[src/rtl/note_arb_pkg.sv]
// Shared types and constants for the note source arbiter.
package note_arb_pkg;

    localparam int NOTE_W = 4;
    localparam logic [NOTE_W-1:0] NOTE_SILENT = 4'd0;

    typedef enum logic [1:0] {
        IDLE,
        LIVE,
        SEQ,
        GAP
    } arb_state_t;

    typedef enum logic {
        SRC_LIVE,
        SRC_SEQ
    } arb_src_t;

endpackage

[src/rtl/arb_down_counter.sv]
// Loadable down counter that saturates at zero; load takes priority over decrement.
module arb_down_counter #(
    parameter int WIDTH = 1
) (
    input  logic             clk,
    input  logic             n_rst,
    input  logic             load,
    input  logic [WIDTH-1:0] load_val,
    input  logic             dec,
    output logic             zero
);

    logic [WIDTH-1:0] r_cnt;

    always_ff @(posedge clk or negedge n_rst) begin
        if (!n_rst) begin
            r_cnt <= '0;
        end else if (load) begin
            r_cnt <= load_val;
        end else if (dec && (r_cnt != '0)) begin
            r_cnt <= r_cnt - 1'b1;
        end
    end

    assign zero = (r_cnt == '0);

endmodule

[src/rtl/note_source_arbiter.sv]
// Shares one voice between live keypad notes and the sequencer, with preemption gaps and a minimum hold.
// Optional NOTE_ARB_RESUME_EN: a released live note hands back to an active sequencer through a gap.
module note_source_arbiter
    import note_arb_pkg::*;
#(
    parameter int MIN_HOLD   = 50,
    parameter int GAP_CYCLES = 8
) (
    input  logic              clk,
    input  logic              n_rst,
    input  logic [NOTE_W-1:0] live_note,
    input  logic [NOTE_W-1:0] seq_note,
    input  logic              sequencer_on,
    output logic [NOTE_W-1:0] note_out,
    output logic              src_seq,
    output logic              note_strobe
);

    localparam int HOLD_W = (MIN_HOLD > 1) ? $clog2(MIN_HOLD) : 1;
    localparam int GAP_W  = (GAP_CYCLES > 1) ? $clog2(GAP_CYCLES) : 1;
    localparam logic [HOLD_W-1:0] HOLD_INIT = HOLD_W'(MIN_HOLD - 1);
    localparam logic [GAP_W-1:0]  GAP_INIT  = GAP_W'(GAP_CYCLES - 1);

    arb_state_t        r_state;
    arb_state_t        w_state_next;
    arb_src_t          r_target;
    arb_src_t          w_target_next;
    logic [NOTE_W-1:0] r_note_out;
    logic [NOTE_W-1:0] w_note_next;
    logic              r_note_strobe;
    logic              w_hold_load;
    logic              w_hold_zero;
    logic              w_gap_load;
    logic              w_gap_zero;
    logic              w_live_act;
    logic              w_seq_act;

    assign w_live_act = (live_note != NOTE_SILENT);
    assign w_seq_act  = sequencer_on && (seq_note != NOTE_SILENT);

    arb_down_counter #(.WIDTH(HOLD_W)) u_hold_cnt (
        .clk      (clk),
        .n_rst    (n_rst),
        .load     (w_hold_load),
        .load_val (HOLD_INIT),
        .dec      ((r_state == LIVE) || (r_state == SEQ)),
        .zero     (w_hold_zero)
    );

    arb_down_counter #(.WIDTH(GAP_W)) u_gap_cnt (
        .clk      (clk),
        .n_rst    (n_rst),
        .load     (w_gap_load),
        .load_val (GAP_INIT),
        .dec      (r_state == GAP),
        .zero     (w_gap_zero)
    );

    always_ff @(posedge clk or negedge n_rst) begin
        if (!n_rst) begin
            r_state       <= IDLE;
            r_target      <= SRC_LIVE;
            r_note_out    <= NOTE_SILENT;
            r_note_strobe <= 1'b0;
        end else begin
            r_state       <= w_state_next;
            r_target      <= w_target_next;
            r_note_out    <= w_note_next;
            r_note_strobe <= (w_note_next != NOTE_SILENT) && (w_note_next != r_note_out);
        end
    end

    always_comb begin
        w_state_next  = r_state;
        w_target_next = r_target;
        w_note_next   = r_note_out;
        w_hold_load   = 1'b0;
        w_gap_load    = 1'b0;
        unique case (r_state)
            IDLE: begin
                if (w_live_act) begin
                    w_state_next = LIVE;
                    w_note_next  = live_note;
                    w_hold_load  = 1'b1;
                end else if (w_seq_act) begin
                    w_state_next = SEQ;
                    w_note_next  = seq_note;
                    w_hold_load  = 1'b1;
                end
            end
            LIVE: begin
                if (w_live_act && (live_note != r_note_out)) begin
                    w_note_next = live_note;
                    w_hold_load = 1'b1;
                end else if (!w_live_act && w_hold_zero) begin
                    w_note_next  = NOTE_SILENT;
                    w_state_next = IDLE;
`ifdef NOTE_ARB_RESUME_EN
                    if (w_seq_act) begin
                        w_state_next  = GAP;
                        w_gap_load    = 1'b1;
                        w_target_next = SRC_SEQ;
                    end
`endif
                end
            end
            SEQ: begin
                // Live play preempts immediately, ignoring the minimum hold.
                if (w_live_act) begin
                    w_state_next  = GAP;
                    w_note_next   = NOTE_SILENT;
                    w_gap_load    = 1'b1;
                    w_target_next = SRC_LIVE;
                end else if (!sequencer_on) begin
                    w_state_next = IDLE;
                    w_note_next  = NOTE_SILENT;
                end else if ((seq_note != NOTE_SILENT) && (seq_note != r_note_out)) begin
                    w_note_next = seq_note;
                    w_hold_load = 1'b1;
                end else if ((seq_note == NOTE_SILENT) && w_hold_zero) begin
                    w_state_next = IDLE;
                    w_note_next  = NOTE_SILENT;
                end
            end
            GAP: begin
                w_note_next = NOTE_SILENT;
                if (w_gap_zero) begin
                    w_state_next = IDLE;
                    if ((r_target == SRC_LIVE) && w_live_act) begin
                        w_state_next = LIVE;
                        w_note_next  = live_note;
                        w_hold_load  = 1'b1;
                    end else if ((r_target == SRC_SEQ) && w_seq_act) begin
                        w_state_next = SEQ;
                        w_note_next  = seq_note;
                        w_hold_load  = 1'b1;
                    end
                end
            end
            default: begin
                w_state_next = IDLE;
                w_note_next  = NOTE_SILENT;
            end
        endcase
    end

    assign note_out    = r_note_out;
    assign src_seq     = (r_state == SEQ);
    assign note_strobe = r_note_strobe;

endmodule

[config.mk]
export PLATFORM = sky130hd
export DESIGN_NAME = note_source_arbiter
export DESIGN_NICKNAME = d
export VERILOG_FILES = /design/src/rtl/note_arb_pkg.sv /design/src/rtl/arb_down_counter.sv /design/src/rtl/note_source_arbiter.sv
export SDC_FILE = /design/constraint.sdc
export NUM_CORES = 1
export LEC_CHECK = 0
export ABC_AREA = 0
export ABC_CLOCK_PERIOD_IN_PS = 3720
export CAP_MARGIN = 10
export CORE_MARGIN = 1.5
export CORE_UTILIZATION = 45
export DETAILED_ROUTE_END_ITERATION = 6
export DONT_BUFFER_PORTS = 1
export GPL_ROUTABILITY_DRIVEN = 0
export REMOVE_ABC_BUFFERS = 1
export SYNTH_ARGS = -nofsm -noshare
export SYNTH_HDL_FRONTEND = slang
export SYNTH_SLANG_ARGS = --single-unit
[constraint.sdc]
create_clock -name clk -period 3.72 [get_ports clk]
set_input_delay 0.744 -clock clk [delete_from_list [all_inputs] [get_ports clk]]
set_output_delay 0.744 -clock clk [all_outputs]
set_load 0.1 [all_outputs]
==> Implementation_results.wiki, run 1 <==
{| class="wikitable"
! Metric !! Value
|-
| Floorplan Core Area || 3078 um^2
|-
| Routed vias || 1335
|-
| Setup TNS Final || 0 ps
|-
| Maximum capacitance violations || 0
|-
| Detail-routed net length per standard cell || 16.50 um
|-
| Reported net switching power || 781.5 uW
|-
| Number of antenna violations at the first check in global routing || 0
|-
| Total count of max-transition violations in the final report || 0
|-
| Worst clock skew || 6.862 ps
|-
| Detailed placer's ending HPWL || 2819 um
|-
| Required time at the endpoint of the critical path || 3890 ps
|-
| DRT antenna net count || 0
|-
| Total power of the final layout || 1.399 mW
|-
| Total global routing track utilization || 22.57%
|-
| Most frequent cell after synthesis || sky130_fd_sc_hd__nand2_1
|-
| Mapped Area || 1468 um^2
|-
| Worst min-delay path class || input port to async pin
|-
| Residual DRC || 0
|-
| # setup viols final || 0
|-
| Starting utilization of the core area || 47.68%
|-
| Worst Setup End Kind || register
|-
| Critical Path Slowest Stage Cell || sky130_fd_sc_hd__o41ai_1
|-
| Max transition margin || 39.51%
|-
| Fraction of power consumed by sequential logic || 25.9%
|-
| H-tree levels || 1
|-
| Fin. Hold Viols || 0
|-
| Worst vdd rail ir drop || 0.3821 mV
|-
| DR top layer || met4
|-
| Met3 Wirelength || 382 um
|-
| Number of synthesis warnings || 0
|-
| Number of buffers between clock root and the deepest sink || 2
|-
| Comb pwr share || 65.9%
|-
| Pleak || 0.6373 nW
|-
| Count of mapped cells out of synthesis || 175
|-
| Cell type with the highest aggregate area in the netlist || sky130_fd_sc_hd__dfrtp_1
|-
| Synth top cells by count || sky130_fd_sc_hd__nand2_1, sky130_fd_sc_hd__dfrtp_1, sky130_fd_sc_hd__inv_1
|-
| Critical path buffers and inverters || 0
|-
| Final-stage net count || 194
|-
| Io pins || 17
|-
| Share of synthesized area occupied by flip-flops and latches || 27.28%
|-
| Number of buffers added for setup after CTS || 0
|-
| Area growth from synthesis to final layout || 4.774%
|-
| Vias in the first global route || 1243
|-
| Fraction of registers with async set or reset after synthesis || 100.0%
|-
| Main synth FF type || sky130_fd_sc_hd__dfrtp_1
|-
| Die footprint || 3613 um^2
|-
| Fraction of the cycle the final worst path needs || 71.53%
|-
| Setup slack of the worst register-to-register path || 1060 ps
|-
| Maximum number of pins on one net before global-route repair || 17
|-
| Min Clock Period, post-route || 2661 ps
|-
| Dominant cells by area after synthesis || sky130_fd_sc_hd__dfrtp_1, sky130_fd_sc_hd__ha_1, sky130_fd_sc_hd__nand2_1
|-
| Die outline width || 60.11 um
|-
| RSZ-0062 raised after global routing || false
|-
| Share of total power in the clock network || 8.2%
|-
| PostCTS Resize Cnt || 0
|-
| Met2 Routed Length || 1640 um
|-
| Clock sinks || 16
|-
| Signal arrival time at the worst endpoint || 2830 ps
|-
| Number of diodes added for antenna fixing || 0
|-
| Post-CTS Hold Fix Bufs || 0
|-
| Count of unique library cells instantiated by Yosys || 55
|-
| Clock transition time at the flip-flop clock pins of the worst setup and hold paths || 100 ps
|-
| Worst stage delay on the critical path || 590 ps
|-
| Site row count || 20
|-
| Clock tree from TritonCTS || yes
|-
| Clock network latency to the later pin of the worst-skew pair || 280 ps
|-
| Cts bufs inserted || 3
|-
| Internal power || 617.7 uW
|-
| Area fraction of the dominant cell type after synthesis || 27.28%
|-
| Die Y || 60.11 um
|-
| Top Family by Delay on Critical Path || compound AO/OA/AOI/OAI gates
|-
| Fraction of final layout cells with drive strength greater than 1 || 9.249%
|-
| Wire length of the first global-routing pass || 6023 um
|-
| Switching share of power || 55.85%
|-
| Post-synth EDFFs || 0
|-
| Type of the setup path with the least slack || register to register
|-
| Critical path cell sequence || xor2_1 -> o41ai_1 -> nand2_1 -> a311o_1 -> a22oi_1 -> nand3_1 -> o22a_1
|-
| Slew at the pin closest to its max-slew limit || 908.0 ps
|-
| Worst setup SP type || register
|-
| IO buf count || 0
|-
| Synthesized flop and latch total || 16
|-
| Iter 0 DRT Violations || 137
|-
| Drt via density || 6.152
|-
| Max Fclk || 375.8 MHz
|-
| CTS Root Buffer Type || sky130_fd_sc_hd__clkbuf_4
|-
| Maximum fanout encountered on the critical timing path || 9
|-
| Metal-1 WL || 1542 um
|-
| Residual overflow from global routing || 0
|-
| Status || complete, no violations
|-
| Number of inserted filler cells in the final layout || 303
|-
| Sum of routed wire length over all layers || 3580 um
|-
| Cell Pwr Density || 909.9 nW/um^2
|-
| Average cell area after synthesis || 8.387 um^2
|-
| Pre-Repair DR Iteration Count || 4
|}
-- final timing paths --
path	start	endpoint	cells after the start
worst min register to register	u_gap_cnt.r_cnt[1]$_DFFE_PN0P_	u_gap_cnt.r_cnt[1]$_DFFE_PN0P_	2
worst max-delay path	note_out[3]$_DFF_PN0_	note_strobe$_DFF_PN0_	7
max in group asynchronous	n_rst	note_out[3]$_DFF_PN0_	0
worst max register to register	note_out[3]$_DFF_PN0_	note_strobe$_DFF_PN0_	7
worst min-delay path	n_rst	u_gap_cnt.r_cnt[0]$_DFFE_PN0P_	0
min in group clk	u_gap_cnt.r_cnt[1]$_DFFE_PN0P_	u_gap_cnt.r_cnt[1]$_DFFE_PN0P_	2
-- power by group through the flow --
stage | clock network [mW] | logic (mW) | registers (mW)
3_3_place_gp | 0 | 0.905 | 0.363
2_1_floorplan | 0 | 0.562 | 0.511
3_5_place_dp | 0 | 0.912 | 0.365
4_1_cts | 0.122 | 0.919 | 0.361
5_1_grt | 0.132 | 1.01 | 0.371
6_report | 0.115 | 0.923 | 0.362
-- cell type report --
type / instances / area, um^2 / area share [%]
multi-input combinational: 134 / 955.9 / 62.16
sequential: 16 / 400.4 / 26.04
tap: 44 / 55.05 / 3.580
inverter: 14 / 52.55 / 3.417
timing repair buffer: 5 / 37.54 / 2.441
clock buffer: 4 / 36.28 / 2.360
-- sequential cells by signal, summed over array words and instances (netlist names) --
name              cells
u_hold_cnt.r_cnt      6
note_out              4
u_gap_cnt.r_cnt       3
r_state               2
note_strobe           1
-- per-stage QoR --
step / utilization, % / setup WS [ps] / area, um^2 / instances / hold WS (ps)
2_1_floorplan: - / 786.3 / 1409 / 164 / 448.4
3_3_place_gp: 48.78 / 955.6 / 1501 / 213 / 448.8
3_5_place_dp: 48.78 / 922.4 / 1501 / 213 / 448.7
4_1_cts: 49.96 / 1137 / 1538 / 217 / 121.2
5_1_grt: 49.96 / 881.9 / 1538 / 217 / 93.69
6_report: 49.96 / 1059 / 1538 / 217 / 137.5
-- metal layers --
layer	vias up	global-route usage (%)
met5	-	0
met4	0	6.984
met3	2	6.494
met2	76	31.83
met1	627	32.85
li1	630	-
-- kinds of logic after synthesis --
| family | after synthesis | synth area share [%] |
|---|---|---|
| AND/OR/NAND/NOR | 69 | 24.38 |
| AO/OA/AOI/OAI | 41 | 24.13 |
| buffers and inverters | 25 | 7.588 |
| flip-flops | 16 | 27.28 |
| XOR/XNOR | 15 | 8.952 |
| adder cells (fa/ha/maj) | 9 | 7.673 |
-- cells in the final DEF (no fill, tap or decap), types with 3 or more instances in the layout --
master                      n
sky130_fd_sc_hd__nor2_1    11
sky130_fd_sc_hd__xor2_1     7
sky130_fd_sc_hd__buf_4      5
sky130_fd_sc_hd__inv_1     14
sky130_fd_sc_hd__a22o_1     3
sky130_fd_sc_hd__o21a_1     3
sky130_fd_sc_hd__a21oi_1    4
sky130_fd_sc_hd__nor3_1     3
sky130_fd_sc_hd__nor4_1     3
sky130_fd_sc_hd__dfrtp_1   16
sky130_fd_sc_hd__nand2_1   29
sky130_fd_sc_hd__nand3_1    7
sky130_fd_sc_hd__xnor2_1    8
sky130_fd_sc_hd__clkbuf_4   3
sky130_fd_sc_hd__o31ai_1    5
sky130_fd_sc_hd__ha_1       9
(Power assumes the default switching activity.)
==> run 2: changes to the inputs <==
--- a/config.mk
+++ b/config.mk
@@ -6,7 +6,7 @@
 export NUM_CORES = 1
 export LEC_CHECK = 0
 export ABC_AREA = 0
-export ABC_CLOCK_PERIOD_IN_PS = 3720
+export ABC_CLOCK_PERIOD_IN_PS = 2200
 export CAP_MARGIN = 10
 export CORE_MARGIN = 1.5
 export CORE_UTILIZATION = 45
==> constraint.sdc (replaced) <==
create_clock -name clk -period 2.2 [get_ports clk]
set_input_delay 0.44 -clock clk [delete_from_list [all_inputs] [get_ports clk]]
set_output_delay 0.44 -clock clk [all_outputs]
set_load 0.1 [all_outputs]
==> run 2 against run 1 <==
The run now ends with setup timing left. Routed wire length is 5.5% higher. Critical endpoint unchanged. Worst setup slack worse by 1200 ps. Worst hold slack improved by 180 ps. Clock power grew 70%. Register-to-register slack lost 1200 ps. Critical path type unchanged. Largest power group unchanged.
==> Implementation_results.wiki, run 2 (synthesis gave the netlist of run 1 again) <==
{| class="wikitable"
! Metric !! Value
|-
| Total count of max-transition violations in the final report || 0 (unchanged)
|-
| Area growth from synthesis to final layout || 19.35% (was 4.774%)
|-
| Critical path buffers and inverters || 1 (was 0)
|-
| # setup viols final || 1 (was 0)
|-
| RSZ-0062 raised after global routing || true (was false)
|-
| Worst setup SP type || register (unchanged)
|-
| Worst Setup End Kind || register (unchanged)
|-
| Cts bufs inserted || 3 (unchanged)
|-
| Fin Hold WS || 317.5 ps (was 137.5 ps)
|-
| Maximum fanout encountered on the critical timing path || 3 (was 9)
|-
| Post-Place Setup Slack || -293.9 ps (was 922.4 ps)
|-
| Number of inserted filler cells in the final layout || 272 (was 303)
|-
| Number of buffers added for setup after CTS || 0 (unchanged)
|-
| Clock network latency to the later pin of the worst-skew pair || 290 ps (was 280 ps)
|-
| CTS Root Buffer Type || sky130_fd_sc_hd__clkbuf_4 (unchanged)
|-
| Critical path cell sequence || inv_2 -> ha_1 -> or4b_4 -> o31ai_4 -> o32a_2 -> nor2_2 -> a2111oi_4 -> nand4_1 -> o22a_1 (was xor2_1 -> o41ai_1 -> nand2_1 -> a311o_1 -> a22oi_1 -> nand3_1 -> o22a_1)
|-
| Residual overflow from global routing || 0 (unchanged)
|-
| Number of buffers between clock root and the deepest sink || 2 (unchanged)
|-
| Pleak || 0.7672 nW (was 0.6373 nW)
|-
| Vias in the first global route || 1390 (was 1243)
|-
| Final-stage net count || 221 (was 194)
|-
| Die footprint || 3613 um^2 (unchanged)
|-
| Io pins || 17 (unchanged)
|-
| Starting utilization of the core area || 47.68% (unchanged)
|-
| Type of the setup path with the least slack || register to register (unchanged)
|-
| Top library cells by usage in the layout, fill and taps aside || sky130_fd_sc_hd__buf_4, sky130_fd_sc_hd__nand2_1, sky130_fd_sc_hd__dfrtp_1 (was sky130_fd_sc_hd__nand2_1, sky130_fd_sc_hd__dfrtp_1, sky130_fd_sc_hd__inv_1)
|-
| Detail-routed net length per standard cell || 15.48 um (was 16.50 um)
|-
| DRT antenna net count || 0 (unchanged)
|-
| Residual DRC || 0 (unchanged)
|-
| Worst flop-to-flop path startpoint || u_hold_cnt.r_cnt[0]$_DFFE_PN0P_ (was note_out[3]$_DFF_PN0_)
|-
| Clock transition time at the flip-flop clock pins of the worst setup and hold paths || 90 ps (was 100 ps)
|-
| Routed vias || 1413 (was 1335)
|-
| Critical Path Slowest Stage Cell || sky130_fd_sc_hd__or4b_4 (was sky130_fd_sc_hd__o41ai_1)
|-
| Worst setup slack after layout || -100.2 ps (was 1059 ps)
|-
| Path length in cells of the critical path || 9 (was 7)
|-
| Maximum capacitance violations || 0 (unchanged)
|-
| Floorplan Core Area || 3078 um^2 (unchanged)
|-
| Signal arrival time at the worst endpoint || 2480 ps (was 2830 ps)
|-
| Max Fclk || 434.8 MHz (was 375.8 MHz)
|-
| Detailed placer's ending HPWL || 3078 um (was 2819 um)
|-
| Iter 0 DRT Violations || 153 (was 137)
|-
| Min Clock Period, post-route || 2300 ps (was 2661 ps)
|-
| Flip-flop count of the largest register after layout || 6 (unchanged)
|-
| Site row count || 20 (unchanged)
|-
| Fraction of final layout cells with drive strength greater than 1 || 22.50% (was 9.249%)
|-
| Required time at the endpoint of the critical path || 2380 ps (was 3890 ps)
|-
| Slew at the pin closest to its max-slew limit || 727.1 ps (was 908.0 ps)
|-
| Worst stage delay on the critical path || 490 ps (was 590 ps)
|-
| Number of diodes added for antenna fixing || 0 (unchanged)
|-
| Worst Setup SP || u_hold_cnt.r_cnt[0]$_DFFE_PN0P_ (was note_out[3]$_DFF_PN0_)
|-
| Fin. Hold Viols || 0 (unchanged)
|-
| Drt via density || 5.791 (was 6.152)
|-
| Total power of the final layout || 2.584 mW (was 1.399 mW)
|-
| Violations in the final reports || setup timing
|-
| Top Family by Delay on Critical Path || compound AO/OA/AOI/OAI gates (unchanged)
|-
| IO buf count || 0 (unchanged)
|-
| Maximum number of pins on one net before global-route repair || 17 (unchanged)
|-
| R2r worst-path depth || 9 (was 7)
|-
| Sum of routed wire length over all layers || 3777 um (was 3580 um)
|-
| Termination of the worst setup path || note_strobe$_DFF_PN0_ (unchanged)
|-
| Status || finished, violations left (was complete, no violations)
|-
| Worst clock skew || 7.117 ps (was 6.862 ps)
|-
| Number of antenna violations at the first check in global routing || 0 (unchanged)
|-
| Pre-Repair DR Iteration Count || 4 (unchanged)
|-
| Cell Pwr Density || 1475 nW/um^2 (was 909.9 nW/um^2)
|-
| Die Y || 60.11 um (unchanged)
|-
| Clock tree from TritonCTS || yes (unchanged)
|-
| Register with the most flip-flops || u_hold_cnt.r_cnt (unchanged)
|-
| Max transition margin || 51.37% (was 39.51%)
|-
| Fraction of the cycle the final worst path needs || 104.6% (was 71.53%)
|-
| Reg2reg end || note_strobe$_DFF_PN0_ (unchanged)
|-
| H-tree levels || 1 (unchanged)
|-
| Clock sinks || 16 (unchanged)
|-
| Worst min-delay path class || input port to register (was input port to async pin)
|-
| Worst vdd rail ir drop || 0.6144 mV (was 0.3821 mV)
|-
| Total global routing track utilization || 23.25% (was 22.57%)
|-
| Most common cell after layout, fill and taps aside || sky130_fd_sc_hd__buf_4 (was sky130_fd_sc_hd__nand2_1)
|-
| Setup TNS Final || -100.2 ps (was 0 ps)
|-
| Wire length of the first global-routing pass || 6285 um (was 6023 um)
|-
| Setup slack of the worst register-to-register path || -100 ps (was 1060 ps)
|-
| Die outline width || 60.11 um (unchanged)
|}
## run 2: cell types whose count changed in the layout (fill, tap and decap cells not counted)
cell and change:
sky130_fd_sc_hd__buf_4 +26, sky130_fd_sc_hd__dlygate4sd3_1 +1, sky130_fd_sc_hd__inv_1 -1, sky130_fd_sc_hd__inv_2 +1, sky130_fd_sc_hd__nor3_1 -1, sky130_fd_sc_hd__nor3_2 +1, sky130_fd_sc_hd__or4b_1 -1, sky130_fd_sc_hd__or4b_4 +1
## run 2: layout make-up
type                    instances  area (um^2)  area share [%]
well taps                      44        55.05           3.143
inverters                      14        52.55           3.000
multi-input cells             134        964.7           55.07
clock buffers                   4        36.28           2.071
flip-flops and latches         16        400.4           22.86
repair buffers                 32        242.7           13.86
## run 2: how the worst min path moves through the flow
stage	from	endpoint	slack [ps]	depth (start not counted)
after floorplan	n_rst	note_out[0]$_DFF_PN0_	140	0
after global placement	n_rst	u_gap_cnt.r_cnt[0]$_DFFE_PN0P_	140	0
after detailed placement	n_rst	u_gap_cnt.r_cnt[0]$_DFFE_PN0P_	140	0
after CTS	seq_note[3]	note_out[3]$_DFF_PN0_	310	2
after global routing	seq_note[0]	note_out[0]$_DFF_PN0_	310	2
final	seq_note[3]	note_out[3]$_DFF_PN0_	320	2
## run 2: layer usage
metal	track usage, %	routed length (um)
met1	32.14	1751
met2	35.25	1662
met4	5.397	48
met5	0	0
met3	7.359	315
## run 2: report_power, final
part           total, mW  leakage, nW  internal (mW)  switching (mW)
sequential         0.525        0.185          0.421           0.104
clock              0.196       0.0210          0.101          0.0955
combinational       1.86        0.561          0.697            1.17
total               2.58        0.767           1.22            1.37
## run 2: per-stage QoR
stage                     cells  util [%]  cell area, um^2
after floorplan             164         -             1409
after global placement      239     55.12             1697
after detailed placement    239     55.12             1697
after CTS                   244     56.91             1752
after global routing        244     56.91             1752
final                       244     56.91             1752
## run 2: repair_timing
item	4_1_cts	5_1_grt
hold buffers	1	0
setup endpoints to repair	2	1
gates resized for setup	3	0
pin swaps	1	0
hold endpoints to repair	16	0
gates cloned	0	0
## run 2: worst register-to-register path: cells and delay by family (launching register included)
kind            cells  cell delay [ps]
buf+inv             1               60
flops               1              400
fa+ha+maj           1              120
compound gates      4              920
simple gates        3              680
==> run 3: changes to the inputs <==
--- a/config.mk
+++ b/config.mk
@@ -11,9 +11,10 @@
 export CORE_MARGIN = 1.5
 export CORE_UTILIZATION = 45
 export DETAILED_ROUTE_END_ITERATION = 6
-export DONT_BUFFER_PORTS = 1
 export GPL_ROUTABILITY_DRIVEN = 0
+export PLACE_DENSITY = 0.69
 export REMOVE_ABC_BUFFERS = 1
+export SLEW_MARGIN = 20
 export SYNTH_ARGS = -nofsm -noshare
 export SYNTH_HDL_FRONTEND = slang
 export SYNTH_SLANG_ARGS = --single-unit
==> run 3 against run 2 <==
The flow still finishes with violations (setup timing). Clock skew decreased by 6.2 ps. Highest routed layer unchanged. Via count increased by 12%. Global-route usage increased by 4.4 points. Critical endpoint unchanged. Fmax decreased by 5.2%. Non-clock buffer count increased by 39. Largest cell class unchanged. First-iteration DRC count decreased by 32%. Clock power decreased by 20%. Design area increased by 21%.
==> Implementation_results.wiki, run 3 (synthesis gave the netlist of run 1 again) <==
{| class="wikitable"
! Metric !! Value
|-
| Worst setup SP type || register (unchanged)
|-
| Worst stage delay on the critical path || 510 ps (was 490 ps)
|-
| Total count of max-transition violations in the final report || 0 (unchanged)
|-
| Clock tree from TritonCTS || yes (unchanged)
|-
| Io pins || 17 (unchanged)
|-
| Number of buffers between clock root and the deepest sink || 2 (unchanged)
|-
| Signal arrival time at the worst endpoint || 2610 ps (was 2480 ps)
|-
| Routed vias || 1580 (was 1413)
|-
| Placed inst area || 1989 um^2 (was 1697 um^2)
|-
| Critical path cell sequence || inv_2 -> ha_4 -> or4b_4 -> o31ai_4 -> o32a_4 -> nor2_4 -> a2111oi_4 -> nand4_1 -> o22a_1 (was inv_2 -> ha_1 -> or4b_4 -> o31ai_4 -> o32a_2 -> nor2_2 -> a2111oi_4 -> nand4_1 -> o22a_1)
|-
| Maximum number of pins on one net before global-route repair || 17 (unchanged)
|-
| Critical Path Slowest Stage Cell || sky130_fd_sc_hd__or4b_4 (unchanged)
|-
| Floorplan Core Area || 3078 um^2 (unchanged)
|-
| Clock sinks || 16 (unchanged)
|-
| Cell Pwr Density || 1321 nW/um^2 (was 1475 nW/um^2)
|-
| DRT antenna net count || 0 (unchanged)
|-
| Post-route standard cell area excluding fillers || 2115 um^2 (was 1752 um^2)
|-
| Detail-routed net length per standard cell || 16.29 um (was 15.48 um)
|-
| Clock transition time at the flip-flop clock pins of the worst setup and hold paths || 90 ps (about the same)
|-
| Fin. Hold Viols || 0 (unchanged)
|-
| Drt via density || 5.603 (was 5.791)
|-
| Post-CTS Hold Fix Bufs || 0 (was 1)
|-
| Required time at the endpoint of the critical path || 2380 ps (about the same)
|-
| Worst setup slack after layout || -226.8 ps (was -100.2 ps)
|-
| Die outline width || 60.11 um (unchanged)
|-
| Fraction of the cycle the final worst path needs || 110.3% (was 104.6%)
|-
| Die footprint || 3613 um^2 (unchanged)
|-
| Most common cell after layout, fill and taps aside || sky130_fd_sc_hd__buf_4 (unchanged)
|-
| IO buf count || 16 (was 0)
|-
| Number of diodes added for antenna fixing || 0 (unchanged)
|-
| Worst Setup End Kind || register (unchanged)
|-
| Worst vdd rail ir drop || 0.6007 mV (was 0.6144 mV)
|-
| Maximum capacitance violations || 0 (unchanged)
|-
| Status || finished, violations left (unchanged)
|-
| Residual DRC || 0 (unchanged)
|-
| Area of the multi-input gates || 1015 um^2 (was 964.7 um^2)
|-
| Flip-flop count of the largest register after layout || 6 (unchanged)
|-
| Slew at the pin closest to its max-slew limit || 480.3 ps (was 727.1 ps)
|-
| Cts bufs inserted || 3 (unchanged)
|-
| Pleak || 0.9530 nW (was 0.7672 nW)
|-
| Register area || 400.4 um^2 (unchanged)
|-
| Min Clock Period, post-route || 2427 ps (was 2300 ps)
|-
| Total global routing track utilization || 27.67% (was 23.25%)
|-
| Type of the setup path with the least slack || register to register (unchanged)
|-
| Number of inserted filler cells in the final layout || 251 (was 272)
|-
| Detailed placer's ending HPWL || 3401 um (was 3078 um)
|-
| RSZ-0062 raised after global routing || true (unchanged)
|-
| Site row count || 20 (unchanged)
|-
| Register with the most flip-flops || u_hold_cnt.r_cnt (unchanged)
|-
| Final-stage net count || 260 (was 221)
|-
| Worst min-delay path class || input port to async pin (was input port to register)
|-
| # setup viols final || 2 (was 1)
|-
| Fraction of final layout cells with drive strength greater than 1 || 33.19% (was 22.50%)
|-
| Worst clock skew || 0.8910 ps (was 7.117 ps)
|-
| Max transition margin || 67.53% (was 51.37%)
|-
| Area growth from synthesis to final layout || 44.08% (was 19.35%)
|-
| Starting utilization of the core area || 47.68% (unchanged)
|-
| Die Y || 60.11 um (unchanged)
|-
| Top Family by Delay on Critical Path || compound AO/OA/AOI/OAI gates (unchanged)
|-
| Max Fclk || 412.1 MHz (was 434.8 MHz)
|-
| Vias in the first global route || 1634 (was 1390)
|-
| Residual overflow from global routing || 0 (unchanged)
|-
| Pre-Repair DR Iteration Count || 4 (unchanged)
|-
| Wire length of the first global-routing pass || 7327 um (was 6285 um)
|-
| Maximum fanout encountered on the critical timing path || 3 (unchanged)
|-
| Critical path buffers and inverters || 1 (unchanged)
|-
| Violations in the final reports || setup timing (unchanged)
|-
| Dpl cells || 273 (was 239)
|-
| Clock network latency to the later pin of the worst-skew pair || 290 ps (about the same)
|-
| CTS Root Buffer Type || sky130_fd_sc_hd__clkbuf_4 (unchanged)
|-
| Number of antenna violations at the first check in global routing || 0 (unchanged)
|-
| Top library cells by usage in the layout, fill and taps aside || sky130_fd_sc_hd__buf_4, sky130_fd_sc_hd__nand2_1, sky130_fd_sc_hd__dfrtp_1 (unchanged)
|-
| Sum of routed wire length over all layers || 4593 um (was 3777 um)
|-
| Iter 0 DRT Violations || 104 (was 153)
|-
| Finished Layout Cells || 282 (was 244)
|-
| H-tree levels || 1 (unchanged)
|}
[run 3: cell count changes in the layout (fill, tap and decap cells not counted), sizes merged]
cell and change:
dlygate4sd3 -1, dlygate4sd2 +4, clkbuf -1, buf +30, clkdlybuf4s50 +6
[run 3: per-stage QoR]
step	power, mW	setup TNS, ps	setup WS, ps	util (%)	hold WS [ps]
6_report	2.793	-342.6	-226.8	68.70	459.2
5_1_grt	2.981	-648.7	-347.1	68.70	483.1
4_1_cts	2.733	-282.3	-201.9	67.80	459.0
3_5_place_dp	2.498	-4164	-634.5	64.63	505.8
3_3_place_gp	2.437	-3657	-565.3	64.63	478.5
2_1_floorplan	1.814	-2980	-733.7	-	144.4
[run 3: worst paths after layout]
kind | slack (ps) | cells past startpoint | endpoint | from
setup / recovery | -230 | 9 | note_strobe$_DFF_PN0_ | u_hold_cnt.r_cnt[1]$_DFFE_PN0P_
hold / removal | 460 | 2 | u_gap_cnt.r_cnt[1]$_DFFE_PN0P_ | n_rst
setup reg to reg | -230 | 9 | note_strobe$_DFF_PN0_ | u_hold_cnt.r_cnt[1]$_DFFE_PN0P_
hold reg to reg | 510 | 2 | u_gap_cnt.r_cnt[1]$_DFFE_PN0P_ | u_gap_cnt.r_cnt[1]$_DFFE_PN0P_
max in group asynchronous | 1560 | 2 | note_out[0]$_DFF_PN0_ | n_rst
min in group clk | 510 | 2 | u_gap_cnt.r_cnt[1]$_DFFE_PN0P_ | u_gap_cnt.r_cnt[1]$_DFFE_PN0P_
[run 3: final cells by class]
class                           instances  share of cell area, %
Clock buffer                            3                  1.065
Inverter                               14                  2.485
Multi-Input combinational cell        134                  47.99
Sequential cell                        16                  18.93
Tap cell                               44                  2.604
Timing Repair Buffer                   71                  26.92
[run 3: where the power goes]
part           switching [mW]  leakage [nW]  internal (mW)
Sequential             0.0971         0.185          0.421
Clock                  0.0921        0.0138         0.0638
Combinational            1.28         0.754          0.844
[run 3: layer usage]
metal / up-vias / wire length [um] / track usage (%)
met5: - / 0 / 0
met4: 0 / 125 / 13.02
met3: 13 / 246 / 4.762
met2: 63 / 2319 / 47.20
met1: 744 / 1902 / 33.51
li1: 760 / - / -
[run 3: what timing repair did]
| action | in CTS | in global routing |
|---|---|---|
| buffers inserted | 5 | 2 |
| resized for setup | 16 | 2 |
| pin swaps | 7 | 4 |
| endpoints found under the setup margin | 10 | 4 |
| hold endpoints to repair | 0 | 0 |
